<file path="src/rtl/buffer_arb_pkg.sv">
// buffer_arb_pkg: shared state type and round-robin helpers for buffer_arbiter.
package buffer_arb_pkg;
    typedef enum logic {EMPTY, FULL} arb_state_t;
    localparam int MAXREQ = 32;
    localparam int MAXSW = 5;
    function automatic logic [MAXREQ-1:0] onehot(input int unsigned idx);
        return MAXREQ'(1) << idx;
    endfunction
    // First set bit at or after rrPtr, wrapping at nreq; rrPtr is always below nreq.
    function automatic logic [MAXSW-1:0] rr_pick(input logic [MAXREQ-1:0] effReq, input int unsigned rrPtr,
                                                  input int unsigned nreq);
        logic [MAXSW-1:0] win;
        logic found;
        int unsigned idx;
        win = '0;
        found = 1'b0;
        for (int unsigned k = 0; k < MAXREQ; k++) begin
            if (k < nreq) begin
                idx = rrPtr + k;
                if (idx >= nreq) idx = idx - nreq;
                if (!found && effReq[idx[MAXSW-1:0]]) begin
                    win = idx[MAXSW-1:0];
                    found = 1'b1;
                end
            end
        end
        return win;
    endfunction
endpackage

</file>
<file path="src/rtl/buffer.sv">
// buffer: enable-loaded data register with synchronous clear.
module buffer #(
    parameter int Buffer_size = 4
) (
    input  logic                   clk,
    input  logic                   rst,
    input  logic                   en,
    input  logic [Buffer_size-1:0] d,
    output logic [Buffer_size-1:0] q
);
    always_ff @(posedge clk)
        if (rst) q <= '0;
        else if (en) q <= d;
endmodule

</file>
<file path="src/rtl/buffer_arbiter_rr_picker.sv">
// rr_picker: combinational round-robin selector over the effective request vector.
module rr_picker import buffer_arb_pkg::*; #(
    parameter int NREQ = 4,
    localparam int SW = $clog2(NREQ)
) (
    input  logic [NREQ-1:0] effReq,
    input  logic [SW-1:0]   rrPtr,
    output logic [SW-1:0]   winner,
    output logic            anyReq
);
    assign winner = SW'(rr_pick(MAXREQ'(effReq), 32'(rrPtr), NREQ));
    assign anyReq = |effReq;
endmodule

</file>
<file path="src/rtl/buffer_arbiter.sv">
// buffer_arbiter: round-robin sharing of one buffer register among NREQ producers with a valid/ready output.
module buffer_arbiter import buffer_arb_pkg::*; #(
    parameter int BW = 4,
    parameter int NREQ = 4,
    localparam int SW = $clog2(NREQ)
) (
    input  logic             clk,
    input  logic             rst,
    input  logic [NREQ-1:0]  req,
    input  logic [NREQ*BW-1:0] data_in,
    output logic [NREQ-1:0]  grant,
    output logic [BW-1:0]    out_data,
    output logic [SW-1:0]    out_src,
    output logic             out_valid,
    input  logic             out_ready
);
    arb_state_t state;
    logic [SW-1:0] rrPtr, winner;
    logic [NREQ-1:0] effReq;
    logic anyReq, loadEn;
    // Last cycle's winner may still hold req high; mask it so it is not picked twice.
    assign effReq = req & ~grant;
    assign loadEn = anyReq && (state == EMPTY || out_ready);
    assign out_valid = (state == FULL);
    rr_picker #(.NREQ(NREQ)) picker (
        .effReq(effReq),
        .rrPtr (rrPtr),
        .winner(winner),
        .anyReq(anyReq)
    );
    buffer #(.Buffer_size(BW)) dataReg (
        .clk(clk),
        .rst(rst),
        .en (loadEn),
        .d  (data_in[int'(winner)*BW +: BW]),
        .q  (out_data)
    );
    always_ff @(posedge clk) begin
        if (rst) begin
            state   <= EMPTY;
            grant   <= '0;
            out_src <= '0;
            rrPtr   <= '0;
        end else begin
            grant <= loadEn ? NREQ'(onehot(32'(winner))) : '0;
            if (loadEn) begin
                out_src <= winner;
                rrPtr   <= (winner == SW'(NREQ-1)) ? '0 : winner + 1'b1;
                state   <= FULL;
            end else if (out_ready) begin
                state <= EMPTY;
            end
        end
    end
endmodule

</file>
<file path="config.mk">
export PLATFORM = sky130hd
export DESIGN_NAME = buffer_arbiter
export DESIGN_NICKNAME = d
export VERILOG_FILES = /design/src/rtl/buffer_arb_pkg.sv /design/src/rtl/buffer.sv /design/src/rtl/buffer_arbiter_rr_picker.sv /design/src/rtl/buffer_arbiter.sv
export SDC_FILE = /design/constraint.sdc
export NUM_CORES = 1
export LEC_CHECK = 0
export CAP_MARGIN = 20
export CORE_AREA = 2 2 47 49
export CTS_CLUSTER_SIZE = 10
export DETAILED_ROUTE_END_ITERATION = 8
export DIE_AREA = 0 0 49 51
export GPL_TIMING_DRIVEN = 1
export PLACE_DENSITY = 0.82
export SETUP_SLACK_MARGIN = 0.05
export SLEW_MARGIN = 20
export SYNTH_ARGS = -nofsm -noshare
export SYNTH_HDL_FRONTEND = slang
export SYNTH_HIERARCHICAL = 1
export SYNTH_SLANG_ARGS = --single-unit
export TNS_END_PERCENT = 10
</file>
<file path="constraint.sdc">
create_clock -name clk -period 8.4 [get_ports clk]
set_input_delay 0.84 -clock clk [delete_from_list [all_inputs] [get_ports clk]]
set_output_delay 0.84 -clock clk [all_outputs]
set_load 0.01 [all_outputs]
</file>
## Word-level counts from Yosys, hierarchy flattened

Cells that the tools add are included.

- Flip-flop bits (word level): 13
- Word-level logic and storage cells: 61

- Add/subtract/negate cells: 8
- Order comparisons: 8
- Equal/unequal tests: 1
- Shift-type cells: 2
- Muxes and demuxes: 22
- Bitwise operators: 4
- Reductions and logical operators: 11

Operators by type and width:

| operator | count |
|---|---|
| $ge A32 B3 Y1 const B | 3 |
| $lt A5 B6 Y1 const B | 4 |
| $bmux W1 S5 | 4 |
| $mux W5 | 4 |
| $shiftx A16 B5 Y4 | 1 |
| $sub A5 B3 Y5 const B | 3 |
| $mux W2 | 5 |
| $mux W1 | 9 |
| $add A2 B2 Y3 const B | 2 |
| $and A4 B4 Y4 | 1 |
| $logic_and A1 B1 Y1 | 4 |
| $not A4 Y4 | 1 |
| $reduce_or A4 Y1 | 1 |
| $shl A1 B2 Y4 const A | 1 |
| $sub A2 B3 Y4 const B | 1 |
| $add A2 B1 Y3 const B | 1 |
| $ge A2 B3 Y1 const B | 1 |
| $logic_not A1 Y1 | 3 |
| $add A2 B1 Y2 const B | 1 |
| $eq A2 B2 Y1 const B | 1 |
| $not A1 Y1 | 2 |
| $reduce_bool A2 Y1 | 1 |
| $reduce_or A2 Y1 | 1 |
| $logic_or A1 B1 Y1 | 1 |

## Logic depth before layout (Yosys ltp)

Gate-level depths: netlist of the first run.

- Word-level depth: 16
- Depth in mapped cells: 11
- Depth with buffers taken out: 10

## Hierarchy

The synthesis of the first run kept the hierarchy.

Modules (own cells, without submodules):

| module | times used | cells each | area an instance (µm²) | sequential area each (µm²) |
|---|---|---|---|---|
| buffer_arbiter | 1 | 45 | 451.7 | 180.2 |
| rr_picker | 1 | 35 | 297.8 | 0.0 |
| buffer | 1 | 13 | 140.1 | 80.1 |

## Worst setup path before layout of the first run

No wires, ideal clock.

- Path type: register to register
- From: register rrPtr[1]
- To: register dataReg.q[0]
- Arrival time: 2898 ps
- Slack: 5388 ps
- Cell stages (with the launch flop): 12
- Path buffers: 2
- Cells stage by stage: dfxtp_1 -> clkbuf_1 -> inv_1 -> ha_1 -> mux2_2 -> nand4_1 -> or4bb_1 -> a22o_2 -> buf_6 -> mux4_2 -> mux2i_1 -> nor2_1

- Word-level cells in the longest chain between the ends: 15

RTL lines:

| item | line | RTL |
|---|---|---|
| from (decl) | buffer_arbiter.sv:18 | `logic [SW-1:0] rrPtr, winner;` |
| from (signal assigned) | buffer_arbiter.sv:48 | `rrPtr <= (winner == SW'(NREQ-1)) ? '0 : winner + 1'b1;` |
| branches (longest 13 deep; another with $ge A32 B3 Y1) | n/a |  |
| $mux W2 (*) | buffer_arb_pkg.sv:21 | `if (!found && effReq[idx[MAXSW-1:0]]) begin` |
| net winner[0] | buffer_arbiter.sv:18 |  |
| $shiftx A16 B5 Y4 (*) | buffer_arbiter.sv:35 | `.d (data_in[int'(winner)*BW +: BW]),` |
| to (signal assigned) | buffer.sv:12 | `if (rst) q <= '0;` |
| to (signal assigned) | buffer.sv:13 | `else if (en) q <= d;` |
| to (decl) | buffer.sv:9 | `output logic [Buffer_size-1:0] q` |

Mark *: on every way through the listed nets, which the timed path passes. The select of a mux whose other input is x is not followed.
A chain may end at the register's enable or synchronous reset.

## Worst setup path after layout of the first run

- From: input port req[2]
- To: register dataReg.q[1]

- Word-level cells in the longest chain between the ends: 14

RTL lines:

| item | line | RTL |
|---|---|---|
| from (decl) | buffer_arbiter.sv:9 | `input logic [NREQ-1:0] req,` |
| $and A4 B4 Y4 (*) | buffer_arbiter.sv:22 | `assign effReq = req & ~grant;` |
| net effReq[2] | buffer_arbiter.sv:19 | `logic [NREQ-1:0] effReq;` |
| $bmux W1 S5 | buffer_arb_pkg.sv:21 |  |
| $mux W1 (not written as such) | buffer_arb_pkg.sv:21 |  |
| $mux W1 | buffer_arb_pkg.sv:21 |  |
| $logic_not A1 Y1 | buffer_arb_pkg.sv:21 |  |
| $logic_and A1 B1 Y1 | buffer_arb_pkg.sv:21 |  |
| $mux W1 | buffer_arb_pkg.sv:21 |  |
| $logic_not A1 Y1 | buffer_arb_pkg.sv:21 |  |
| $logic_and A1 B1 Y1 | buffer_arb_pkg.sv:21 |  |
| $mux W1 | buffer_arb_pkg.sv:21 |  |
| $logic_not A1 Y1 | buffer_arb_pkg.sv:21 |  |
| $logic_and A1 B1 Y1 | buffer_arb_pkg.sv:21 |  |
| $mux W2 (*) | buffer_arb_pkg.sv:21 |  |
| net winner[1] | buffer_arbiter.sv:18 |  |
| $shiftx A16 B5 Y4 (*) | buffer_arbiter.sv:35 |  |

Mark *: on every way through the listed nets, which the timed path passes. The rest lies on a longest branch. The select of a mux whose other input is x is not followed.

==> results of run 1 <==
==> cell families (layout without fill, tap and decap cells) <==
group / after synthesis / count (layout) / synth area share, %
AO/OA/AOI/OAI: 13 / 13 / 9.14
AND/OR/NAND/NOR: 34 / 34 / 22.2
adder cells (fa/ha/maj): 5 / 5 / 7.03
multiplexers: 16 / 16 / 25.3
flip-flops: 13 / 13 / 29.3
buffers and inverters: 12 / 43 / 7.03
==> synthesized netlist by cell type, types with 2 or more instances <==
library cell   n
nand2b_1       3
mux2_2         2
inv_1          6
mux4_2         5
nor2_1         8
nor4_1         2
a21oi_1        4
buf_6          2
nand2_1        2
nor3_1         2
clkbuf_1       2
dfxtp_1       13
o21ai_0        4
nand3_1        3
nand4_1        2
nor2b_1        6
mux2i_1        9
ha_1           5
o31ai_1        2
==> cell type report <==
class	instances	area, um^2
fill	182	821
multi-input combinational	68	567
timing repair buffer	33	330
sequential	13	260
tap	28	35.0
clock buffer	3	22.5
inverter	6	22.5
clock inverter	1	5.00
==> metrics by stage <==
step / setup slack [ns] / power (mW) / util, % / cells / cell area [um^2]
global placement: 4.93 / 0.378 / 58.9 / 148 / 1210
CTS: 5.10 / 0.427 / 60.2 / 152 / 1240
detailed placement: 4.83 / 0.387 / 58.9 / 148 / 1210
global route: 4.90 / 0.462 / 60.2 / 152 / 1240
finish: 5.10 / 0.426 / 60.2 / 152 / 1240
floorplan: 5.39 / 0.314 / - / 93 / 890
==> where the power goes <==
part           switching (mW)  internal, mW
clock                  0.0220        0.0178
sequential             0.0238        0.0882
combinational           0.126         0.148
==> state kept, by name, indices dropped and copies added, names as in the netlist <==
signal and count:
out_valid 1, rrPtr 2, dataReg/q 4, out_src 2, grant 4
==> layer usage <==
metal,share of wire (%),global-route usage [%],wire length (um)
met2,51,32.6,1010
met1,41,18.6,819
met3,5.9,3.22,117
met5,0,0,0
met4,2.2,8.57,44
==> final timing paths <==
kind	end	cells after the start
setup reg to reg	dataReg/q[1]$_SDFFE_PP0P_	9
setup / recovery	dataReg/q[1]$_SDFFE_PP0P_	9
hold / removal	out_src[0]$_SDFFE_PP0P_	2
hold reg to reg	out_src[0]$_SDFFE_PP0P_	2
==> critical path: stages <==
cell	delay, ns
clkdlybuf4s50_1	0.39
nor2b_1	0.20
mux4_2	0.53
or4b_1	0.49
o31ai_1	0.09
a211o_1	0.33
mux4_2	0.37
mux2i_1	0.17
nor2_1	0.06
==> metrics, run 1 <==
warnings from Yosys=6; Ports=34; DRT iter0 DRCs=5; grt total ovfl=0; number of synthesized flops with an enable pin=0; critical path data required time=8.57 ns; commonest non-fill, non-tap cells in the layout=clkdlybuf4s50_1, dfxtp_1, mux2i_1; PortBufs=33; TritonCTS Buffers=3; Setup TNS Final=0 ns; commonest non-fill, non-tap cell in the layout=clkdlybuf4s50_1; Setup crit start=req[2]; Mapped Cells=between 90 and 100; row count=17; die height=51 um; largest cells by area after synthesis=dfxtp_1, mux4_2, mux2i_1; CTS max path bufs=2; syn avg cell area=9.57 um^2; Hold Startpoint=out_src[0]$_SDFFE_PP0P_; register area share after synthesis=29.3%; Post-CTS Resized=0; area share of the largest cell type after synthesis=29.3%; CTS H-tree depth=1; clock latency on the worst-skew pair=0.29 ns; Mapped Nets=121; status=finished, final reports clean; DR WL/cell=between 10 and 15 um; Worst slew margin=65.8%; critical path peak fanout=9; DRT antenna net count=0; f_max=303 MHz; synthesized cell area=890 um^2; # hold bufs at CTS=0; measured slew at the worst slew-check pin=0.512 ns; vias in the first global route=just under 800; Yosys cell types=30; Total GRT Usage=17.3%; largest net degree at the start of global routing=14; starting density of the core=between 40% and 50%; Reg2Reg Setup Slack=5.11 ns; RR Startpoint=rrPtr[0]$_SDFFE_PP0P_; Final period util=39.3%; DR vias=between 800 and 900; drt first pass iters=4; RSZ-0062 raised after global routing=false; Worst setup EP type=register; clock skew=0.00675 ns; Core ar.=2060 um^2; Die X-Extent=49 um; root buf cell=clkbuf_4; DP Wirelength=1600 um; maximum vdd ir drop=0.000192 V; Hold Slack=0.491 ns; TritonCTS Sinks=13; Worst Setup Path Type=in2reg; predominant post-synthesis flop cell=dfxtp_1; worst hold path class=reg2reg; drt via density=5.39; synth-to-layout area growth=39.7%; final hold violation count=0; routed wire length=roughly 2000 um; clock-pin slew on the worst setup and hold paths=roughly 0.08 ns; CP arrival=3.47 ns; Post-CTS Setup Bufs=0; Residual DRC=0; FF+latch count, synth=13; Slew Viols, Final=0; ant diodes=0; final setup fails=0; Final Critical Period=3.30 ns; global-route wire length before repair=3290 um; Die Area=2500 um^2; power density cells=343 nW/um^2; Placer Congestion=0.828; nets=153; Synth async-reset ratio=0%; layout cell share with drive strength beyond 1=about a tenth; largest area contributor in the netlist=dfxtp_1; initial antenna violation count=0; TritonCTS clock tree=yes; Max Cap Viol=0; Setup crit start kind=input pin; Leakage=0.506 nW
Note: power is estimated with default switching activity, not from simulation.
==> run 2, diff against run 1 <==
- CORE_AREA: 2 2 47 49 -> 2 2 49 51
- DIE_AREA: 0 0 49 51 -> 0 0 51 53
- PLACE_DENSITY: 0.82 -> 0.76
- clock period: 8.4 -> 3.4 ns (I/O delays scaled with it)
==> metrics, run 2 (synthesis results as in run 1) <==
Die X-Extent=51 um (+4.1%); TritonCTS clock tree=yes; starting density of the core=41.4% (-1.7 points); Finished Layout Cells=153 (+0.66%); synth-to-layout area growth=40.4%; initial antenna violation count=0 (unchanged); row count=17 (unchanged); drt via density=5.28 (-2.0%); nets=154 (+0.65%); # hold bufs at CTS=0 (unchanged); grt total ovfl=0 (unchanged); worst hold path class=reg2reg; Worst setup EP type=register; Slowest-stage cell, CP=dfxtp_1; RR Startpoint=rrPtr[1]$_SDFFE_PP0P_; layout cell share with drive strength beyond 1=10.4% (-0.084 points); DP Wirelength=1590 um (-0.91%); power density cells=843 nW/um^2 (+150%); Worst slew margin=66.0% (+0.14 points); Post-CTS Setup Bufs=0 (unchanged); TritonCTS Buffers=3 (unchanged); Placer Congestion=0.947 (+14%); CTS H-tree depth=1 (unchanged); Setup crit start=rrPtr[1]$_SDFFE_PP0P_; final hold violation count=0 (unchanged); setup ws final=0.303 ns (-4.80 ns); CTS max path bufs=2 (unchanged); Die Area=2700 um^2 (+8.2%); largest net degree at the start of global routing=14 (unchanged); Slew Viols, Final=0 (unchanged); Hold Startpoint=dataReg/q[1]$_SDFFE_PP0P_; clock-pin slew on the worst setup and hold paths=0.08 ns (about the same); CP delay by family, top=multiplexers; status=finished, final reports clean; critical path peak fanout=9 (unchanged); commonest non-fill, non-tap cell in the layout=clkdlybuf4s50_1; largest registers=dataReg/q x4, grant x4; critical path data required time=3.56 ns (-5.01 ns); Final period util=91.1%; Core ar.=2150 um^2 (+4.1%); die height=53 um (+3.9%); global-route wire length before repair=3460 um (+5.2%); routed wire length=1970 um (-1.1%); DRT iter0 DRCs=2 (-3); DR WL/cell=12.9 um (-1.7%); Setup crit start kind=register; # fillers=194 (+6.6%); Worst Setup Path Type=reg2reg; DP Cell Count=149 (+0.68%); critical path buffer and inverter count=1 (unchanged); clock skew=0.000967 ns (-0.00579 ns); measured slew at the worst slew-check pin=0.506 ns (-0.00534 ns); Ports=34 (unchanged); clock latency on the worst-skew pair=0.28 ns (about the same); Max Cap Viol=0 (unchanged); DR vias=808 (-1.3%); f_max=323 MHz; Post-CTS Resized=0 (unchanged); post-place setup slack=0.320 ns (-4.51 ns); RSZ-0062 raised after global routing=false; final setup fails=0 (unchanged); ant diodes=0 (unchanged); maximum vdd ir drop=0.000470 V (+140%); vias in the first global route=835 (+5.7%); Final Critical Period=3.10 ns; slowest stage delay, CP=0.51 ns (-0.02 ns); DRT antenna net count=0 (unchanged); PortBufs=33 (unchanged); CP arrival=3.26 ns (-0.21 ns); Hold Slack=0.503 ns (+0.0121 ns); drt first pass iters=3 (-1); TritonCTS Sinks=13 (unchanged); root buf cell=clkbuf_4; Setup TNS Final=0 ns (unchanged); Total GRT Usage=17.2% (-0.13 points); CP cell instances=inv_1 > ha_1 > mux2_2 > nand4_1 > or4bb_1 > a22o_2 > mux4_2 > mux2i_1 > nor2_1; Residual DRC=0 (unchanged); Leakage=0.508 nW (+0.48%); commonest non-fill, non-tap cells in the layout=clkdlybuf4s50_1, dfxtp_1, mux2i_1
[run 2: worst paths after layout]
| path | to | slack (ns) | depth (start not counted) |
|---|---|---|---|
| worst min-delay path | dataReg/q[1]$_SDFFE_PP0P_ | 0.50 | 2 |
| worst max register to register | dataReg/q[0]$_SDFFE_PP0P_ | 0.30 | 9 |
| worst min register to register | dataReg/q[1]$_SDFFE_PP0P_ | 0.50 | 2 |
| worst max-delay path | dataReg/q[0]$_SDFFE_PP0P_ | 0.30 | 9 |
[run 2: worst reg2reg max path, delay by kind of cell, from the launching register on]
family                   cells  cell delay [ns]
buffers and inverters        1             0.14
AO/OA/AOI/OAI                1             0.35
multiplexers                 3             0.95
adder cells (fa/ha/maj)      1             0.39
flip-flops                   1             0.51
AND/OR/NAND/NOR              3             0.64
[run 2: report_power, final]
group	internal (mW)	switching, mW	total [mW]
Combinational	0.371	0.325	0.695
Clock	0.0456	0.0508	0.0965
Sequential	0.218	0.0432	0.261
[run 2: through the flow]
step / total power, mW / utilization [%] / instance area [um^2]
CTS: 1.06 / 58.1 / 1250
finish: 1.05 / 58.1 / 1250
global route: 1.14 / 58.1 / 1250
floorplan: 0.775 / - / 890
global placement: 0.939 / 56.9 / 1220
detailed placement: 0.957 / 56.9 / 1220
[run 2: cell type report]
| type | count | area [um^2] | share of cell area (%) |
|---|---|---|---|
| multi-input cells | 68 | 567 | 45.4 |
| repair buffers | 34 | 338 | 27.1 |
| flip-flops and latches | 13 | 260 | 20.8 |
| well taps | 28 | 35.0 | 2.81 |
| clock buffers | 4 | 26.3 | 2.10 |
| inverters | 6 | 22.5 | 1.80 |
[run 2: per-layer routing]
metal	GRT usage [%]	up-vias	wire, um
met2	30.7	27	994
met4	10.4	0	44
met3	2.82	5	114
met1	19.1	376	822
li1	-	400	-
met5	0	-	0
